`src/rtl/breakdown_classifier_if.sv`:
```
// Bundle of per-channel control, ADC sample bus and classifier outputs.
// master drives arm/clear/samples; slave is the classifier.
interface breakdown_classifier_if #(
  parameter int N_CH  = 2,
  parameter int DW    = 16,
  parameter int CNT_W = 16
);
  logic [N_CH-1:0]       arm;
  logic [N_CH-1:0]       clear;
  logic                  sample_valid;
  logic [N_CH*DW-1:0]    sample_voltage;
  logic [N_CH*DW-1:0]    sample_current;
  logic [N_CH-1:0]       is_breakdown;
  logic [N_CH-1:0]       is_short;
  logic [N_CH-1:0]       is_open;
  logic [N_CH-1:0]       event_pulse;
  logic [N_CH*CNT_W-1:0] ign_delay;
  logic [N_CH-1:0]       busy;

  modport master (
    output arm,
    output clear,
    output sample_valid,
    output sample_voltage,
    output sample_current,
    input  is_breakdown,
    input  is_short,
    input  is_open,
    input  event_pulse,
    input  ign_delay,
    input  busy
  );

  modport slave (
    input  arm,
    input  clear,
    input  sample_valid,
    input  sample_voltage,
    input  sample_current,
    output is_breakdown,
    output is_short,
    output is_open,
    output event_pulse,
    output ign_delay,
    output busy
  );
endinterface

```
`src/rtl/breakdown_classifier.sv`:
```
// Multi-channel gap-state classifier: hold-off, filtered
// breakdown/short detection, open timeout, ignition delay.
module breakdown_classifier #(
  parameter int N_CH = 2,
  parameter int DW = 16,
  parameter int CNT_W = 16,
  parameter logic signed [DW-1:0] V_LO = 16'sd8,
  parameter logic signed [DW-1:0] V_HI = 16'sd35,
  parameter logic signed [DW-1:0] I_BRK = 16'sd10,
  parameter logic signed [DW-1:0] I_SHORT = 16'sd40,
  parameter bit CUR_EN = 1'b0,
  parameter int unsigned FILT_N = 10,
  parameter int unsigned HOLDOFF_CYC = 100000000,
  parameter int unsigned TIMEOUT_CYC = 50000
) (
  input logic clk,
  input logic rst,
  breakdown_classifier_if.slave bus
);

  typedef enum logic [2:0] {
    S_IDLE,
    S_HOLDOFF,
    S_WATCH,
    S_BRK,
    S_SHORT,
    S_OPEN
  } state_t;

  localparam logic [31:0] HOLD_LAST = HOLDOFF_CYC - 1;
  localparam logic [31:0] TO_LAST = TIMEOUT_CYC - 1;
  localparam logic [CNT_W-1:0] FILT_C = CNT_W'(FILT_N);
  localparam logic [CNT_W-1:0] FILT_M1 = CNT_W'(FILT_N - 1);
  localparam logic [31:0] IGN_MAX =
    32'((64'd1 << CNT_W) - 64'd1);
  localparam logic [CNT_W-1:0] IGN_SAT = CNT_W'(IGN_MAX);

  logic [N_CH-1:0] brk_v;
  logic [N_CH-1:0] sht_v;
  logic [N_CH-1:0] opn_v;
  logic [N_CH-1:0] ev_v;
  logic [N_CH-1:0] busy_v;
  logic [N_CH*CNT_W-1:0] ign_v;

  assign bus.is_breakdown = brk_v;
  assign bus.is_short = sht_v;
  assign bus.is_open = opn_v;
  assign bus.event_pulse = ev_v;
  assign bus.busy = busy_v;
  assign bus.ign_delay = ign_v;

  for (genvar k = 0; k < N_CH; k++) begin : g_ch
    state_t st_q;
    state_t st_d;
    logic [31:0] hcnt_q;
    logic [31:0] wcnt_q;
    logic [CNT_W-1:0] bcnt_q;
    logic [CNT_W-1:0] scnt_q;
    logic [CNT_W-1:0] ign_q;
    logic [CNT_W-1:0] ign_val;
    logic brk_q;
    logic sht_q;
    logic opn_q;
    logic ev_q;
    logic busy_q;
    logic signed [DW-1:0] v;
    logic signed [DW-1:0] i;
    logic is_b;
    logic is_s;
    logic smp;
    logic b_hit;
    logic s_hit;
    logic t_hit;
    logic to_term;
    logic to_arm;

    assign v = $signed(bus.sample_voltage[k*DW +: DW]);
    assign i = $signed(bus.sample_current[k*DW +: DW]);

    assign is_s = (v < V_LO) && (i >= I_SHORT);
    assign is_b = (v >= V_LO) && (v <= V_HI) &&
                  (!CUR_EN || (i >= I_BRK));

    assign smp = (st_q == S_WATCH) && bus.sample_valid;
    assign b_hit = smp && is_b && (bcnt_q == FILT_M1);
    assign s_hit = smp && is_s && (scnt_q == FILT_M1);
    assign t_hit = (TIMEOUT_CYC != 0) &&
                   (wcnt_q == TO_LAST);

    // Count includes the cycle on which breakdown is seen.
    assign ign_val = (wcnt_q >= IGN_MAX) ? IGN_SAT :
                     wcnt_q[CNT_W-1:0] + CNT_W'(1);

    always_comb begin
      st_d = st_q;
      if (bus.clear[k]) begin
        st_d = S_IDLE;
      end else begin
        unique case (st_q)
          S_IDLE: begin
            if (bus.arm[k])
              st_d = (HOLDOFF_CYC == 0) ? S_WATCH : S_HOLDOFF;
          end
          S_HOLDOFF: begin
            if (!bus.arm[k])
              st_d = S_IDLE;
            else if (hcnt_q == HOLD_LAST)
              st_d = S_WATCH;
          end
          S_WATCH: begin
            if (!bus.arm[k])
              st_d = S_IDLE;
            else if (b_hit)
              st_d = S_BRK;
            else if (s_hit)
              st_d = S_SHORT;
            else if (t_hit)
              st_d = S_OPEN;
          end
          default: st_d = st_q;
        endcase
      end
    end

    assign to_term = (st_q == S_WATCH) &&
                     ((st_d == S_BRK) ||
                      (st_d == S_SHORT) ||
                      (st_d == S_OPEN));
    assign to_arm = (st_q == S_IDLE) && (st_d != S_IDLE);

    always_ff @(posedge clk or posedge rst) begin
      if (rst) begin
        st_q <= S_IDLE;
      end else begin
        st_q <= st_d;
      end
    end

    always_ff @(posedge clk or posedge rst) begin
      if (rst) begin
        hcnt_q <= '0;
        wcnt_q <= '0;
        bcnt_q <= '0;
        scnt_q <= '0;
        ign_q <= '0;
        brk_q <= 1'b0;
        sht_q <= 1'b0;
        opn_q <= 1'b0;
        ev_q <= 1'b0;
        busy_q <= 1'b0;
      end else begin
        ev_q <= to_term;
        brk_q <= (st_d == S_BRK);
        sht_q <= (st_d == S_SHORT);
        opn_q <= (st_d == S_OPEN);
        busy_q <= (st_d == S_HOLDOFF) ||
                  (st_d == S_WATCH);

        if (st_q == S_HOLDOFF)
          hcnt_q <= hcnt_q + 32'd1;
        else
          hcnt_q <= '0;

        if (st_q != S_WATCH)
          wcnt_q <= '0;
        else if (wcnt_q != '1)
          wcnt_q <= wcnt_q + 32'd1;

        // Filters restart from zero on every fresh WATCH.
        if (st_q != S_WATCH) begin
          bcnt_q <= '0;
          scnt_q <= '0;
        end else if (bus.sample_valid) begin
          if (!is_b)
            bcnt_q <= '0;
          else if (bcnt_q != FILT_C)
            bcnt_q <= bcnt_q + CNT_W'(1);
          if (!is_s)
            scnt_q <= '0;
          else if (scnt_q != FILT_C)
            scnt_q <= scnt_q + CNT_W'(1);
        end

        if (to_arm)
          ign_q <= '0;
        else if ((st_q == S_WATCH) && (st_d == S_BRK))
          ign_q <= ign_val;
      end
    end

    assign brk_v[k] = brk_q;
    assign sht_v[k] = sht_q;
    assign opn_v[k] = opn_q;
    assign ev_v[k] = ev_q;
    assign busy_v[k] = busy_q;
    assign ign_v[k*CNT_W +: CNT_W] = ign_q;
  end

endmodule

```
`src/flat_wrapper.sv`:
```
// flat-port wrapper written by rule: the top's interface ports become plain ports
module breakdown_classifier_flat 
#(
  parameter int N_CH = 2,
  parameter int DW = 16,
  parameter int CNT_W = 16,
  parameter logic signed [DW-1:0] V_LO = 16'sd8,
  parameter logic signed [DW-1:0] V_HI = 16'sd35,
  parameter logic signed [DW-1:0] I_BRK = 16'sd10,
  parameter logic signed [DW-1:0] I_SHORT = 16'sd40,
  parameter bit CUR_EN = 1'b0,
  parameter int unsigned FILT_N = 10,
  parameter int unsigned HOLDOFF_CYC = 100000000,
  parameter int unsigned TIMEOUT_CYC = 50000
)
  (clk, rst, bus_arm, bus_clear, bus_sample_valid, bus_sample_voltage, bus_sample_current, bus_is_breakdown, bus_is_short, bus_is_open, bus_event_pulse, bus_ign_delay, bus_busy);
  breakdown_classifier_if #(.N_CH(N_CH), .DW(DW), .CNT_W(CNT_W)) bus_i ();
  input logic clk;
  input logic rst;
  input wire logic [$bits(bus_i.arm)-1:0] bus_arm;
  input wire logic [$bits(bus_i.clear)-1:0] bus_clear;
  input wire logic [$bits(bus_i.sample_valid)-1:0] bus_sample_valid;
  input wire logic [$bits(bus_i.sample_voltage)-1:0] bus_sample_voltage;
  input wire logic [$bits(bus_i.sample_current)-1:0] bus_sample_current;
  output wire logic [$bits(bus_i.is_breakdown)-1:0] bus_is_breakdown;
  output wire logic [$bits(bus_i.is_short)-1:0] bus_is_short;
  output wire logic [$bits(bus_i.is_open)-1:0] bus_is_open;
  output wire logic [$bits(bus_i.event_pulse)-1:0] bus_event_pulse;
  output wire logic [$bits(bus_i.ign_delay)-1:0] bus_ign_delay;
  output wire logic [$bits(bus_i.busy)-1:0] bus_busy;
  assign bus_i.arm = bus_arm;
  assign bus_i.clear = bus_clear;
  assign bus_i.sample_valid = bus_sample_valid;
  assign bus_i.sample_voltage = bus_sample_voltage;
  assign bus_i.sample_current = bus_sample_current;
  assign bus_is_breakdown = bus_i.is_breakdown;
  assign bus_is_short = bus_i.is_short;
  assign bus_is_open = bus_i.is_open;
  assign bus_event_pulse = bus_i.event_pulse;
  assign bus_ign_delay = bus_i.ign_delay;
  assign bus_busy = bus_i.busy;
  breakdown_classifier #(.N_CH(N_CH), .DW(DW), .CNT_W(CNT_W), .V_LO(V_LO), .V_HI(V_HI), .I_BRK(I_BRK), .I_SHORT(I_SHORT), .CUR_EN(CUR_EN), .FILT_N(FILT_N), .HOLDOFF_CYC(HOLDOFF_CYC), .TIMEOUT_CYC(TIMEOUT_CYC)) u_core (.clk(clk), .rst(rst), .bus(bus_i));
endmodule
```
`config.mk`:
```
export PLATFORM = sky130hd
export DESIGN_NAME = breakdown_classifier_flat
export DESIGN_NICKNAME = d
export VERILOG_FILES = /design/src/rtl/breakdown_classifier_if.sv /design/src/rtl/breakdown_classifier.sv /design/src/flat_wrapper.sv
export SDC_FILE = /design/constraint.sdc
export NUM_CORES = 1
export LEC_CHECK = 0
export CAP_MARGIN = 20
export CORE_MARGIN = 3
export CORE_UTILIZATION = 45
export CTS_BUF_LIST = sky130_fd_sc_hd__clkbuf_8
export DETAILED_ROUTE_END_ITERATION = 8
export PLACE_DENSITY = 0.75
export SLEW_MARGIN = 20
export SYNTH_ARGS = -nofsm -noshare
export SYNTH_HDL_FRONTEND = slang
export SYNTH_SLANG_ARGS = --single-unit
```
`constraint.sdc`:
```
create_clock -name clk -period 29.9 [get_ports clk]
set_input_delay 8.97 -clock clk [delete_from_list [all_inputs] [get_ports clk]]
set_output_delay 8.97 -clock clk [all_outputs]
set_load 0.02 [all_outputs]
```
==> flow_summary.toml, run 1 <==
[run_status]
outcome = "finished, final reports clean"

[power]
powerDensity_mw_per_mm2 = 44.9
ir_drop_v = 0.0000207
combinationalPowerShare_pct = 3.4
swShare_pct = 23.1
switching_power_w = 0.000150
leakage_nw = 6.07
seqPwrFrac_pct = 50.1
p_int_w = 0.000500
power.share.clock_pct = 46.5

[routing]
dr_total_vias = 9983
via_per_inst = 5.58
avgRoutedWirePerCell_um = 14.8
drtIter0Drc = 684
firstDrtPassIters = 6
drc = 0
routed_wl_mm = 26.6
ant_nets = 0

[place]
place_hpwl_mm = 17.8
globalplace.congestion = 0.844
port_buffers = 102

[cells_and_area]
diodes = 0
drive_gt1_share_pct = 7.73
area_growth_pct = 17.0
fin_nets = 1503
final_core_util_pct = 53.6

[global_routing]
grt_pass1_vias = 9632
grt.overflow.total = 0
grt_pass1_wl_mm = 45.5
grt_usage_pct = 18.2
grt_max_degree = 119
antenna_found_initial = 0

[floorplan]
die_w_um = 172
design.portCount = 113
fp-row-count = 60
die_y_um = 172
core_area_sq_mm = 0.0270
dieArea_sq_mm = 0.0296
start_util_pct = 45.9

[logic_synthesis]
synth_top_area_share_pct = 48.5
yosys_warnings = 0
synthesis.area_sq_mm = 0.0124
syn_nets = 1399
synth-seq-area-share_pct = 48.5
synth_edf_count = 0
synthCells = 1312
synth_largest_area_cell = "dfrtp_1"
avgSynthCellArea_sq_um = 9.45
ys.flop_type = "dfrtp_1"
synth_cell_type_count = 71
ys_ff_latch = 240
synthArstFlopShare_pct = 100
synth.top_cells.by_area = "dfrtp_1, xor2_1, nor2_1"

[clocking]
clk_latency_ns = 0.55
root_buffer = "clkbuf_8"
cts.path.max_buffers = 3
clock-sinks = 240
htree_num_levels = 2
path_clk_slew_ns = 0.06
cts_tree = "built"
cts_setup_buffers = 0
cts_buffers = 43
ctsResizeCount = 0
hold_buffers = 0

[sta]
rsz0062_at_grt = "false"
fin_skew_ns = 0.0306
timing.hold.ws_ns = 0.490
tns_ns = 0
hold_viol = 0
setup_viol = 0
fin_crit_ns = 11.46
timing.fmax_ghz = 0.0872
tightestPinTransition_ns = 0.980
slew_headroom_pct = 34.4
slew_viol_final = 0
post-route-period-util_pct = 38.3

[hold_path]
hp-class = "flip-flop to flip-flop"

[setup_path]
cp-start-kind = "primary input"
cp.arrival_ns = 11.91
worst_ep_required_time_ns = 30.35
cp_max_fo = 17
crit_type = "primary input to flip-flop"
end_kind = "flip-flop"

[flow_run]
cap_violations = 0
## sequential cells by signal, indices dropped and copies added, names as in the netlist
| name | flops |
|---|---|
| u_core.g_ch.hcnt_q | 64 |
| u_core.g_ch.wcnt_q | 64 |
| u_core.g_ch.bcnt_q | 32 |
| u_core.g_ch.ign_q | 32 |
| u_core.g_ch.scnt_q | 32 |
| u_core.g_ch.st_q | 6 |
| u_core.g_ch.brk_q | 2 |
| u_core.g_ch.busy_q | 2 |
| u_core.g_ch.ev_q | 2 |
| u_core.g_ch.opn_q | 2 |
| u_core.g_ch.sht_q | 2 |
## worst max-delay path: stages
cell	delay, ns
clkdlybuf4s50_1	0.44
or4b_1	0.53
a21o_1	0.21
or4_4	0.56
o21ai_4	0.12
o22ai_4	0.15
nor3_4	0.57
nor2_1	0.09
a311oi_1	0.26
## cell usage after synthesis (all sizes together) (5+ instances only)
master and n:
a22o 31, nor4b 9, and2 13, a21o 6
nor2 180, nand2b 10, nand4 46, or3 31
nor3 30, buf 15, and3 38, nor4 34
a21oi 65, inv 40, nand2 132, or2 5
and4 11, dfrtp 240, nor3b 5, o21ai 56
o31ai 10, nor2b 5, or4 7, nand3 62
ha 16, nand4b 5, clkbuf 30, xnor2 56
xor2 82
## through the flow
| stage | area (sq um) | power, W | instances | setup WS [ns] |
|---|---|---|---|---|
| 2_1_floorplan | 12400 | 0.000343 | 1312 | 14.34 |
| 3_3_place_gp | 13600 | 0.000354 | 1712 | 17.96 |
| 4_1_cts | 14500 | 0.000659 | 1789 | 18.47 |
| 5_1_grt | 14500 | 0.000677 | 1789 | 18.29 |
| 3_5_place_dp | 13600 | 0.000355 | 1712 | 17.91 |
| 6_report | 14500 | 0.000650 | 1789 | 18.44 |
## kinds of logic after synthesis
family                     Yosys count  synth area share [%]
DFF                                240                  48.5
muxes                                4                 0.323
xor gates and xnor gates           138                  9.75
AOI/OAI and AO/OA                  194                  10.4
buffers and inverters               86                  3.13
and+or+nand+nor                    634                  26.3
adders and majority gates           16                  1.62
## power by group through the flow
stage | logic, W | registers [W] | clock network [W]
floorplan | 0.0000110 | 0.000332 | 0
global placement | 0.0000222 | 0.000332 | 0
detailed placement | 0.0000227 | 0.000332 | 0
CTS | 0.0000228 | 0.000326 | 0.000310
global route | 0.0000249 | 0.000326 | 0.000326
finish | 0.0000221 | 0.000326 | 0.000302
## cells in the final DEF (no fill, tap or decap), types with 31 or more instances in the layout
| cell type | Yosys | layout |
|---|---|---|
| nor4_1 | 33 | 33 |
| xnor2_1 | 56 | 56 |
| clkbuf_8 | 0 | 55 |
| clkdlybuf4s50_1 | 0 | 102 |
| a21oi_1 | 65 | 65 |
| and3_1 | 35 | 35 |
| xor2_1 | 82 | 82 |
| or3_1 | 31 | 31 |
| nand2_1 | 131 | 131 |
| o21ai_0 | 52 | 52 |
| nand4_1 | 46 | 46 |
| inv_1 | 39 | 51 |
| dfrtp_1 | 240 | 240 |
| nand3_1 | 61 | 60 |
| nor2_1 | 180 | 180 |
## cell type report
type,count,area [sq um]
clock buffer,55,757
clock inverter,22,100
fill,2451,12500
inverter,40,160
multi-input combinational,986,6000
sequential,240,6010
tap,341,427
timing repair buffer,105,1040
## final timing paths
path	end	slack [ns]	cells past startpoint	from
hold reg to reg	u_core.g_ch[0].hcnt_q[0]	0.49	1	u_core.g_ch[0].hcnt_q[0]
setup reg to reg	u_core.g_ch[1].wcnt_q[31]	26.28	9	u_core.g_ch[1].wcnt_q[0]
hold / removal	u_core.g_ch[0].hcnt_q[0]	0.49	1	u_core.g_ch[0].hcnt_q[0]
min in group asynchronous	u_core.g_ch[0].ign_q[12]	9.01	2	rst
setup / recovery	u_core.g_ch[0].ign_q[1]	18.44	9	bus_sample_voltage[3]
max in group asynchronous	u_core.g_ch[1].scnt_q[2]	18.80	4	rst
## layer usage
metal / vias up / wire (um) / global-route usage, %
met5: - / 0 / 0
met4: 0 / 609 / 5.90
met3: 47 / 1310 / 3.34
met2: 251 / 12600 / 29.1
met1: 4847 / 12100 / 25.2
li1: 4838 / - / -
(Power assumes the default switching activity.)
==> run 2, diff against run 1 <==
--- a/config.mk
+++ b/config.mk
@@ -10,7 +10,7 @@
 export CORE_UTILIZATION = 45
 export CTS_BUF_LIST = sky130_fd_sc_hd__clkbuf_8
 export DETAILED_ROUTE_END_ITERATION = 8
-export PLACE_DENSITY = 0.75
+export PLACE_DENSITY = 0.77
 export SLEW_MARGIN = 20
 export SYNTH_ARGS = -nofsm -noshare
 export SYNTH_HDL_FRONTEND = slang
==> constraint.sdc (replaced) <==
create_clock -name clk -period 10.46 [get_ports clk]
set_input_delay 3.138 -clock clk [delete_from_list [all_inputs] [get_ports clk]]
set_output_delay 3.138 -clock clk [all_outputs]
set_load 0.02 [all_outputs]
==> flow_summary.toml, run 2 (synthesis gave the netlist of run 1 again) <==
[global_routing]
grt_pass1_wl_mm = 45.1
grt.overflow.total = 0
grt_max_degree = 139
grt_pass1_vias = 9565
grt_usage_pct = 17.8
antenna_found_initial = 0

[sta]
fin_skew_ns = 0.0276
tns_ns = 0
timing.fmax_ghz = 0.179
slew_headroom_pct = 32.3
hold_viol = 0
slew_viol_final = 0
fin_crit_ns = 5.59
rsz0062_at_grt = "false"
post-route-period-util_pct = 53.4
tightestPinTransition_ns = 1.01
setup_viol = 0

[hold_path]
hp-class = "flip-flop to flip-flop"
min-delay-start = "u_core.g_ch[0].hcnt_q[0]"

[power]
powerDensity_mw_per_mm2 = 129
ir_drop_v = 0.0000684
finalPower_w = 0.00187
leakage_nw = 6.07

[place]
place_hpwl_mm = 17.6
globalplace.congestion = 0.864
port_buffers = 102

[setup_path]
end_kind = "flip-flop"
cpMostUsedCell = "nor3_4"
slowest_stage = "or4b_1"
worstReg2RegStart = "u_core.g_ch[1].wcnt_q[0]"
crit_family = "simple AND/OR/NAND/NOR gates"
worstPathCellList = "clkdlybuf4s50_1, or4b_1, a211oi_1, nand4_1, a21oi_1, nor3_4, nand2b_1, nor3_4, a22o_1"
crit_type = "primary input to flip-flop"
cp-start-kind = "primary input"
worst_ep_required_time_ns = 10.91
cp_num_buf_inv = 1
timing.critical_path.from = "bus_sample_voltage[20]"
critPathMaxStageDelay_ns = 0.57
cp.arrival_ns = 6.04
cp_max_fo = 16

[routing]
routed_wl_mm = 26.2
drc = 0
wl_met2_mm = 12.4
ant_nets = 0
dr_total_vias = 9935
drtIter0Drc = 586
route.met3.wl_mm = 1.31
via_per_inst = 5.56
avgRoutedWirePerCell_um = 14.7
top_layer = "met4"
firstDrtPassIters = 5
route.layer.met1.wl_mm = 12.1

[floorplan]
start_util_pct = 45.9
design.portCount = 113
fp-row-count = 60
die_w_um = 172
dieArea_sq_mm = 0.0296
die_y_um = 172
core_area_sq_mm = 0.0270

[cells_and_area]
reg_top3 = "u_core.g_ch.hcnt_q (64), u_core.g_ch.wcnt_q (64)"
drive_gt1_share_pct = 7.82
mostFrequentLayoutCell = "dfrtp_1"
fin_nets = 1502
n_fill_cell = 2377
area_growth_pct = 17.0
final_cell_mix = "dfrtp_1, nor2_1, nand2_1, clkdlybuf4s50_1, xor2_1"
diodes = 0

[clocking]
hold_buffers = 0
cts_setup_buffers = 0
ctsResizeCount = 0
root_buffer = "clkbuf_8"
cts_tree = "built"
cts_buffers = 42
clk_latency_ns = 0.54
path_clk_slew_ns = 0.06
htree_num_levels = 2
clock-sinks = 240
cts.path.max_buffers = 3

[flow_run]
cap_violations = 0

[run_status]
outcome = "finished, final reports clean"
[run 2: cell count changes in the layout (fill, tap and decap cells not counted), sizes merged]
cell,before,now
bufinv,0,1
inv,54,51
clkinvlp,1,0
clkbuf,55,54
clkinv,7,8
[run 2: cell type report]
| type | count | area, sq um | area share (%) |
|---|---|---|---|
| clock buffer | 54 | 743 | 5.12 |
| clock inverter | 20 | 121 | 0.837 |
| inverter | 40 | 160 | 1.10 |
| multi-input combinational | 986 | 6000 | 41.4 |
| sequential | 240 | 6010 | 41.4 |
| tap | 341 | 427 | 2.94 |
| timing repair buffer | 105 | 1040 | 7.19 |
[run 2: power breakdown]
part | leakage [nW] | internal [W] | switching (W)
clock | 0.491 | 0.000490 | 0.000386
sequential | 3.35 | 0.000930 | 0.00000172
combinational | 2.23 | 0.0000265 | 0.0000364
[run 2: per-stage QoR]
step	util, %	cell area (sq um)	setup slack, ns	hold WS [ns]	std cells
3_5_place_dp	50.5	13600	4.31	0.470	1712
4_1_cts	53.7	14500	4.89	0.478	1786
3_3_place_gp	50.5	13600	4.37	0.466	1712
6_report	53.7	14500	4.87	0.476	1786
2_1_floorplan	-	12400	0.734	0.448	1312
5_1_grt	53.7	14500	4.71	0.519	1786
[run 2: final timing paths]
path	to	slack [ns]	cells past startpoint
worst max-delay path	u_core.g_ch[1].ign_q[1]	4.87	9
worst min-delay path	u_core.g_ch[0].hcnt_q[0]	0.48	1
worst max register to register	u_core.g_ch[1].wcnt_q[31]	6.75	9
worst min register to register	u_core.g_ch[0].hcnt_q[0]	0.48	1
max in group asynchronous	u_core.g_ch[1].bcnt_q[7]	5.95	3
min in group asynchronous	u_core.g_ch[0].hcnt_q[29]	3.23	2
[run 2: layer usage]
metal | up-vias | track usage (%)
met5 | - | 0
met4 | 0 | 4.62
met3 | 44 | 3.13
met2 | 233 | 29.1
met1 | 4833 | 24.9
li1 | 4825 | -
